$ cat config.mk
export PLATFORM = sky130hd
export DESIGN_NAME = hr_session_sequencer
export DESIGN_NICKNAME = d
export VERILOG_FILES = /design/src/rtl/hr_pkg.sv /design/src/rtl/hr_timeout_counter.sv /design/src/rtl/hr_session_sequencer.sv
export SDC_FILE = /design/constraint.sdc
export NUM_CORES = 1
export LEC_CHECK = 0
export CAP_MARGIN = 20
export CORE_MARGIN = 4
export CORE_UTILIZATION = 54
export DETAILED_ROUTE_END_ITERATION = 8
export PLACE_DENSITY = 0.86
export SKIP_LAST_GASP = 1
export SLEW_MARGIN = 10
export SYNTH_ARGS = -nofsm -noshare
export SYNTH_HDL_FRONTEND = slang
export SYNTH_SLANG_ARGS = --single-unit
$ cat constraint.sdc
create_clock -name clk -period 2.01 [get_ports clk]
set_input_delay 0.3015 -clock clk [delete_from_list [all_inputs] [get_ports clk]]
set_output_delay 0.3015 -clock clk [all_outputs]
set_load 0.005 [all_outputs]
$ cat src/rtl/hr_pkg.sv
// Shared definitions for the heart-rate arrhythmia datapath: session FSM
// states, final-analysis verdict codes and default session constants.
package hr_pkg;

    typedef enum logic [2:0] {
        ST_IDLE       = 3'd0,
        ST_ARM        = 3'd1,
        ST_WAIT_FIRST = 3'd2,
        ST_MEASURE    = 3'd3,
        ST_ANALYZE    = 3'd4,
        ST_DONE       = 3'd5,
        ST_ERROR      = 3'd6
    } hr_state_t;

    localparam logic [1:0] HR_NORMAL = 2'b00;
    localparam logic [1:0] HR_BRADY  = 2'b01;
    localparam logic [1:0] HR_TACHY  = 2'b10;
    localparam logic [1:0] HR_IRREG  = 2'b11;

    localparam int HR_N_BEATS    = 16;
    localparam int HR_TIMEOUT_MS = 3000;
    localparam int HR_TMO_W      = 12;
    localparam int HR_BEAT_W     = 8;

endpackage

$ cat src/rtl/hr_timeout_counter.sv
// Millisecond inactivity counter. Counts tick_i strobes since the last clear
// and flags expire_o on the tick that would make the count reach LIMIT.
// A clear in the same cycle as that tick wins, so no expiry is reported.
module hr_timeout_counter #(
    parameter int LIMIT = 3000,
    parameter int CNT_W = 12
) (
    input  logic clk,
    input  logic rst,
    input  logic clr_i,
    input  logic tick_i,
    output logic expire_o
);

    localparam logic [CNT_W-1:0] LAST = CNT_W'(LIMIT - 1);

    logic [CNT_W-1:0] cnt_q;
    logic [CNT_W-1:0] cnt_d;

    // Next count: clear dominates, otherwise count ticks and park at LAST.
    always_comb begin
        cnt_d = cnt_q;
        if (clr_i) begin
            cnt_d = '0;
        end else if (tick_i && (cnt_q != LAST)) begin
            cnt_d = cnt_q + 1'b1;
        end
    end

    assign expire_o = tick_i && !clr_i && (cnt_q == LAST);

    // Count register.
    always_ff @(posedge clk or posedge rst) begin
        if (rst) begin
            cnt_q <= '0;
        end else begin
            cnt_q <= cnt_d;
        end
    end

endmodule

$ cat src/rtl/hr_session_sequencer.sv
// Session controller for the heart-rate arrhythmia datapath. Arms the
// interval detector, counts N_BEATS measured intervals, hands off to the
// final analysis block, latches its verdict, and reports asystole / abort.
module hr_session_sequencer
    import hr_pkg::*;
#(
    parameter int N_BEATS    = HR_N_BEATS,
    parameter int TIMEOUT_MS = HR_TIMEOUT_MS,
    parameter int TMO_W      = HR_TMO_W,
    parameter int BEAT_W     = HR_BEAT_W
) (
    input  logic              clk,
    input  logic              rst,
    input  logic              start,
    input  logic              abort,
    input  logic              tick_ms,
    input  logic              beat_valid,
    input  logic              live_irreg,
    input  logic              final_done,
    input  logic [1:0]        final_code,
    output logic              div_en,
    output logic              intv_clr,
    output logic              intv_en,
    output logic              live_en,
    output logic              final_start,
    output logic              busy,
    output logic              done,
    output logic              err_asystole,
    output logic [1:0]        result,
    output logic [BEAT_W-1:0] beat_cnt,
    output logic [BEAT_W-1:0] irreg_cnt
);

    localparam logic [BEAT_W-1:0] N_LAST = BEAT_W'(N_BEATS);

    hr_state_t         state_q, state_d;
    logic [BEAT_W-1:0] beat_cnt_q, beat_cnt_d;
    logic [BEAT_W-1:0] irreg_cnt_q, irreg_cnt_d;
    logic [BEAT_W-1:0] beat_inc;
    logic [1:0]        result_q, result_d;
    logic              done_q, done_d;
    logic              err_q, err_d;

    logic div_en_q, intv_clr_q, intv_en_q, live_en_q, final_start_q, busy_q;
    logic div_en_d, intv_clr_d, intv_en_d, live_en_d, final_start_d, busy_d;

    logic tmo_clr, tmo_tick, tmo_expire;

    // The reference beat restarts the window just like a counted beat, and
    // arming clears it so WAIT_FIRST starts from zero.
    assign tmo_clr  = beat_valid || (state_q == ST_ARM);
    assign tmo_tick = tick_ms && ((state_q == ST_WAIT_FIRST) || (state_q == ST_MEASURE));

    hr_timeout_counter #(
        .LIMIT (TIMEOUT_MS),
        .CNT_W (TMO_W)
    ) u_tmo (
        .clk      (clk),
        .rst      (rst),
        .clr_i    (tmo_clr),
        .tick_i   (tmo_tick),
        .expire_o (tmo_expire)
    );

    assign beat_inc = beat_cnt_q + 1'b1;

    // Next-state and session bookkeeping; abort overrides every other event.
    always_comb begin
        state_d     = state_q;
        beat_cnt_d  = beat_cnt_q;
        irreg_cnt_d = irreg_cnt_q;
        result_d    = result_q;
        done_d      = done_q;
        err_d       = err_q;

        if (abort && (state_q != ST_IDLE)) begin
            state_d     = ST_IDLE;
            beat_cnt_d  = '0;
            irreg_cnt_d = '0;
            result_d    = '0;
            done_d      = 1'b0;
            err_d       = 1'b0;
        end else begin
            unique case (state_q)
                ST_IDLE, ST_DONE, ST_ERROR: begin
                    if (start) begin
                        state_d     = ST_ARM;
                        beat_cnt_d  = '0;
                        irreg_cnt_d = '0;
                        result_d    = '0;
                        done_d      = 1'b0;
                        err_d       = 1'b0;
                    end
                end
                ST_ARM: begin
                    state_d = ST_WAIT_FIRST;
                end
                ST_WAIT_FIRST: begin
                    if (beat_valid) begin
                        state_d = ST_MEASURE;
                    end else if (tmo_expire) begin
                        state_d = ST_ERROR;
                        err_d   = 1'b1;
                    end
                end
                ST_MEASURE: begin
                    if (beat_valid) begin
                        beat_cnt_d = beat_inc;
                        if (live_irreg && (irreg_cnt_q != '1)) begin
                            irreg_cnt_d = irreg_cnt_q + 1'b1;
                        end
                        if (beat_inc == N_LAST) begin
                            state_d = ST_ANALYZE;
                        end
                    end else if (tmo_expire) begin
                        state_d = ST_ERROR;
                        err_d   = 1'b1;
                    end
                end
                ST_ANALYZE: begin
                    if (final_done) begin
                        state_d  = ST_DONE;
                        result_d = final_code;
                        done_d   = 1'b1;
                    end
                end
                default: begin
                    state_d = ST_IDLE;
                end
            endcase
        end
    end

    // Output decode from the next state so every output leaves a flop.
    always_comb begin
        div_en_d      = (state_d == ST_WAIT_FIRST) || (state_d == ST_MEASURE) ||
                        (state_d == ST_ANALYZE);
        intv_en_d     = div_en_d;
        busy_d        = div_en_d || (state_d == ST_ARM);
        live_en_d     = (state_d == ST_MEASURE);
        intv_clr_d    = (state_d == ST_ARM);
        final_start_d = (state_d == ST_ANALYZE) && (state_q != ST_ANALYZE);
    end

    // State, counters and registered outputs.
    always_ff @(posedge clk or posedge rst) begin
        if (rst) begin
            state_q       <= ST_IDLE;
            beat_cnt_q    <= '0;
            irreg_cnt_q   <= '0;
            result_q      <= '0;
            done_q        <= 1'b0;
            err_q         <= 1'b0;
            div_en_q      <= 1'b0;
            intv_clr_q    <= 1'b0;
            intv_en_q     <= 1'b0;
            live_en_q     <= 1'b0;
            final_start_q <= 1'b0;
            busy_q        <= 1'b0;
        end else begin
            state_q       <= state_d;
            beat_cnt_q    <= beat_cnt_d;
            irreg_cnt_q   <= irreg_cnt_d;
            result_q      <= result_d;
            done_q        <= done_d;
            err_q         <= err_d;
            div_en_q      <= div_en_d;
            intv_clr_q    <= intv_clr_d;
            intv_en_q     <= intv_en_d;
            live_en_q     <= live_en_d;
            final_start_q <= final_start_d;
            busy_q        <= busy_d;
        end
    end

    assign div_en       = div_en_q;
    assign intv_clr     = intv_clr_q;
    assign intv_en      = intv_en_q;
    assign live_en      = live_en_q;
    assign final_start  = final_start_q;
    assign busy         = busy_q;
    assign done         = done_q;
    assign err_asystole = err_q;
    assign result       = result_q;
    assign beat_cnt     = beat_cnt_q;
    assign irreg_cnt    = irreg_cnt_q;

endmodule

### After elaboration in Yosys (flattened, before gate mapping)

Index checks and enable logic that the tools add are counted.

* add/sub/neg operators: 3
* multipliers: 0
* divide/modulo/power cells: 0
* order comparisons: 0
* equality and inequality tests: 21
* shift operators: 0
* muxes and demuxes: 30
* bitwise logic cells: 0
* reductions and logical operators: 25

Operators with widths (number)
* two-way mux 8 bit: 6
* case mux 8 bit (2 select lines): 2
* two-way mux 12 bit: 2
* two-way mux 3 bit: 7
* adder 8 x 1 -> 8 bit, second input constant: 2
* case mux 3 bit (5 select lines): 1
* adder 12 x 1 -> 12 bit, second input constant: 1
* equality test 12 bit, second input constant: 1
* equality test 3 x 2 -> 1 bit, second input constant: 4
* equality test 3 bit, second input constant: 4
* != test 12 bit, second input constant: 1
* nonzero test 3 bit: 4
* != test 3 bit, second input constant: 3
* equality test 8 x 5 -> 1 bit, second input constant: 1
* != test 8 bit, second input constant: 1
* AND reduction 4 bit: 2
* logical AND 1 bit: 7
* equality test 3 x 1 -> 1 bit, second input constant: 2
* two-way mux 1 bit: 6
* two-way mux 2 bit: 3
* != test 3 x 1 -> 1 bit, second input constant: 2
* != test 3 x 2 -> 1 bit, second input constant: 2
* AND reduction 3 bit: 2
* logical OR 1 bit: 5
* 7 further kinds: 8

* register bits after elaboration: 40
* bits in latches: 0
* bits in writable memories: 0
* bits in read-only memories: 0
* input port bits: 10
* output and inout port bits: 26
* logic and storage cells: 91
* memories kept: 0

### Longest topological paths before layout

* word-level depth: 13
* depth in mapped cells: 8
* mapped depth without buffers: 6

### By module

A second synthesis with hierarchy kept.

* cells, all modules: 274
* area, all modules: 2503.7 um^2

By module, submodules not included
* hr_session_sequencer: times used 1, cells each 195, area each 1769.2 um^2, seq. area each 700.7 um^2
* hr_timeout_counter: times used 1, cells each 79, area each 734.5 um^2, seq. area each 300.3 um^2

### Worst setup path before layout

No wires, ideal clock.

* path type: flip-flop to flip-flop
* start point: register beat_cnt_q[0], in the netlist beat_cnt[0]
* end point: register live_en_q, in the netlist live_en
* data arrival time: 1.772 ns
* required time: 1.884 ns
* slack: 0.112 ns
* cell stages (with the launch flop): 7
* path buffers: 0
* cells stage by stage: dfrtp_1 > ha_1 > nand2_1 > or4b_4 > nor4b_4 > a32o_1 > nor4_1

* cells in the longest elaborated chain, start to end: 7

Ends and longest elaborated chain
* start: declaration: line hr_session_sequencer.sv:37 `logic [BEAT_W-1:0] beat_cnt_q, beat_cnt_d;`
* start signal: assignment: line hr_session_sequencer.sv:162 `beat_cnt_q <= beat_cnt_d;`
* adder 8 x 1 -> 8 bit: line hr_session_sequencer.sv:65 `assign beat_inc = beat_cnt_q + 1'b1;`
* equality test 8 x 5 -> 1 bit: line hr_session_sequencer.sv:112 `if (beat_inc == N_LAST) begin`
* two-way mux 3 bit: line hr_session_sequencer.sv:112
* two-way mux 3 bit: line hr_session_sequencer.sv:107 `if (beat_valid) begin`
* case mux 3 bit (5 select lines): line hr_session_sequencer.sv:84 `unique case (state_q)`
* two-way mux 3 bit: line hr_session_sequencer.sv:76 `if (abort && (state_q != ST_IDLE)) begin`
* equality test 3 x 2 -> 1 bit: line hr_session_sequencer.sv:140 `live_en_d = (state_d == ST_MEASURE);`
* named net live_en_d: line hr_session_sequencer.sv:45 `logic div_en_d, intv_clr_d, intv_en_d, live_en_d, final_start_d, busy_d;`
* end signal: assignment: line hr_session_sequencer.sv:170 `live_en_q <= live_en_d;`
* end: declaration: line hr_session_sequencer.sv:44 `logic div_en_q, intv_clr_q, intv_en_q, live_en_q, final_start_q, busy_q;`

The timed path passes the listed nets, and every way through them passes these cells.
A chain may end at the register's enable or synchronous reset.

### Final worst setup path

* start point: register state_q[0]
* end point: register irreg_cnt_q[3], in the netlist irreg_cnt[3]

* cells in the longest elaborated chain, start to end: 4
* elaborated cells on any way between the ends: 14

Ends and longest elaborated chain
* start: declaration: line hr_session_sequencer.sv:36 `hr_state_t state_q, state_d;`
* start signal: assignment: line hr_session_sequencer.sv:161 `state_q <= state_d;`
* equality test 3 bit (tied with other cells): line hr_session_sequencer.sv:84
* OR reduction 3 bit / logical AND 1 bit (equally long branches): line hr_session_sequencer.sv:84, hr_session_sequencer.sv:76
* != test 3 bit (no source line) (tied with other cells)
* AND reduction 4 bit (no source line) / two-way mux 8 bit (equally long branches)
* end signal: assignment: line hr_session_sequencer.sv:163 `irreg_cnt_q <= irreg_cnt_d;`
* end: declaration: line hr_session_sequencer.sv:38 `logic [BEAT_W-1:0] irreg_cnt_q, irreg_cnt_d;`

Parallel ways exist; a longest one is shown, timed or not.

==> key figures <==
CTS
  • Clock latency on the worst-skew pair: 0.30 ns
  • CTS tree: done
  • Clock tree buffer depth: 2
  • CTS H-tree lvls: 2
  • CTS Root Cell: clkbuf_8
  • Worst-path clk slew: 0.08 ns
  • CTS buffer count: 5
  • Hold_buf cts: 0
  • Sink Count: 40

Finish
  • Antenna diode count: 0
  • Most common cell after layout, fill and taps aside: dfrtp_1
  • Highest-count cells in the layout ignoring fill and taps: 39 x dfrtp_1, 35 x clkdlybuf4s50_1, 33 x buf_4, 28 x nor2_1, 21 x nand2_1
  • Final core utilization: 72.5%
  • Nets: 334
  • Share of cells above drive strength 1: 18.3%
  • Synthesis-to-finish area growth: 29.9%

Hold path
  • HP Class: input port to asynchronous set/reset pin

Yosys
  • Flops & latches, synth: 40
  • Synth top area share: 41.2%
  • Mean Syn Cell Area: 9.30 µm²
  • Leading post-synthesis cells by cell area: dfrtp_1 41%, nor2_1 4.3%, mux2i_1 3.3%
  • Synth Flop Type: dfrtp_1
  • Asr flop ratio synth: 100%
  • Syn Inst Count: 261
  • Count of different cell masters after synthesis: 62
  • Sequential area share after synthesis: 41.2%
  • Cell taking the most area after synthesis: dfrtp_1
  • Syn. warnings: 0
  • Post-Syn Area: 2430 µm²
  • EDFF count, synth: 0
  • Synthesized Nets: 274

Power
  • Leakage: 1.36 nW
  • Power density over the cells: 822 nW/µm²
  • Peak VDD IR: 0.630 mV

GRT
  • Largest net degree at the start of global routing: 41
  • First-pass GRT wire length: 9520 µm
  • Number of global-route vias before repair: 2061
  • Total track usage: 22.3%
  • Grt total ovfl: 0
  • Initial antenna violation count: 0

Floorplan
  • Rows: 24
  • DIE AREA: 5630 µm²
  • Die Ht: 75.1 µm
  • Top Ports: 36
  • Core area: 4350 µm²
  • Initial cell density of the core: 55.8%
  • Die Wd: 75.1 µm

STA
  • Worst-margin pin slew: 0.508 ns
  • Final worst slack: 0.0390 ns
  • Final Hold Viols: 0
  • Clock Skew: 0.0116 ns
  • Final-report max-slew violation count: 0
  • Final Cycle Share: 98.1%
  • Top achievable clock speed: 0.507 GHz
  • Rel. slew slack: 65.7%
  • RSZ-0062 raised after global routing: yes
  • Minimum clock period: 1.97 ns
  • # setup viols final: 0

Worst setup path
  • R2R depth: 5
  • Critical Path Start Type: flip-flop
  • Critical Path Fanout Max: 16
  • Worst setup path end: irreg_cnt[3]
  • Crit path DAT: 2.20 ns
  • Critical Path End Type: flip-flop
  • Critical path required time: 2.24 ns
  • Worst R2R Setup Slack: 0.04 ns
  • Crit path from: state_q[0]
  • Reg2reg end: irreg_cnt[3]
  • Reg-to-Reg Start: state_q[0]
  • Kind of critical path: flip-flop to flip-flop

Place
  • Pre-CTS setup slack: -0.151 ns
  • Final RePlAce weighted congestion: 0.900
  • IO buf count: 35
  • Post-DP HPWL: 4110 µm

Run status
  • Outcome: completed

Routing
  • DRC viols: 0
  • Via count: 2233
  • WL/cell: 16.0 µm
  • Vias per inst: 5.97
  • Total Wirelength: 6000 µm
  • DR iter-0 viols: 199
  • Pre-antenna DRT Iters: 4
  • Post-route ant nets: 0

Run
  • Max-cap check violation count: 0
## final cells by class
cell class | count | area, µm²
Multi-Input combinational cell | 194 | 1340
Fill cell | 308 | 1200
Sequential cell | 40 | 1000
Timing Repair Buffer | 68 | 598
Clock buffer | 6 | 72.6
Tap cell | 52 | 65.1
Inverter | 12 | 45.0
Clock inverter | 2 | 35.0
## metrics by stage
| step | power, mW | instance area [µm²] | instances | setup TNS (ns) | hold slack [ns] |
|---|---|---|---|---|---|
| after CTS | 2.59 | 3110 | 373 | 0 | 0.434 |
| after global placement | 1.90 | 3000 | 365 | -0.564 | 0.509 |
| after floorplan | 1.56 | 2430 | 261 | 0 | 0.439 |
| after detailed placement | 1.93 | 3000 | 365 | -1.49 | 0.511 |
| final | 2.59 | 3160 | 374 | 0 | 0.421 |
| after global routing | 2.75 | 3160 | 374 | -0.0738 | 0.463 |
## state kept, by name, summed over array words and instances, names as in the netlist
register	flops
beat_cnt	8
busy	1
done	1
err_asystole	1
final_start	1
intv_clr	1
intv_en	1
irreg_cnt	8
live_en	1
result	2
state_q	3
u_tmo.cnt_q	12
## cell families (layout without fill, tap and decap cells)
logic type,count (synthesis),count (layout),share of synthesized area (%)
simple gates,114,114,26.6
buf+inv,27,88,5.25
fa+ha+maj,4,4,1.96
compound gates,52,52,15.8
flops,40,40,41.2
mux,9,9,3.76
xor+xnor,15,15,5.41
## cell usage after synthesis, types with 3 or more instances
| master | number |
|---|---|
| a21o_1 | 3 |
| a21oi_1 | 11 |
| a31oi_1 | 4 |
| and2_1 | 4 |
| buf_2 | 8 |
| clkbuf_1 | 3 |
| dfrtp_1 | 40 |
| ha_1 | 3 |
| inv_1 | 12 |
| mux2i_1 | 8 |
| nand2_1 | 21 |
| nand2b_1 | 4 |
| nand3_1 | 16 |
| nand4_1 | 4 |
| nor2_1 | 28 |
| nor3_1 | 7 |
| nor4b_1 | 3 |
| o211ai_1 | 4 |
| o21ai_0 | 12 |
| or2_2 | 3 |
| or4_1 | 3 |
| xnor2_1 | 7 |
| xor2_1 | 8 |
## metal layers
layer	share of wire (%)	global-route usage (%)	up-vias
met4	2.4	8.70	0
met1	43	29.1	1080
met2	49	36.3	75
met5	0	0	-
li1	-	-	1063
met3	5.7	4.54	15
## power breakdown
part | total, mW | internal [mW] | switching (mW)
combinational | 1.02 | 0.503 | 0.513
sequential | 0.931 | 0.866 | 0.0649
clock | 0.647 | 0.368 | 0.279
## repair_timing
action	in CTS	in global routing
setup buffers	0	1
setup endpoints to repair	1	13
endpoints found under the hold margin	0	0
cloned	0	0
resized for setup	1	6
pin swaps	0	4
## worst min-delay path by stage
stage,end,depth (start not counted),slack [ns],from
finish,beat_cnt[7],3,0.42,rst
global route,irreg_cnt[6],3,0.46,rst
CTS,irreg_cnt[6],3,0.43,rst
detailed placement,result[1],2,0.51,result[1]
global placement,done,1,0.51,done
floorplan,result[0],2,0.44,final_code[0]
## worst max-delay path: stages (launching register included)
cell,delay (ns)
dfrtp_1,0.47
buf_4,0.23
o21ai_0,0.38
o211ai_4,0.16
or4_1,0.56
nand2_1,0.10
Note: power is estimated with default switching activity, not from simulation.
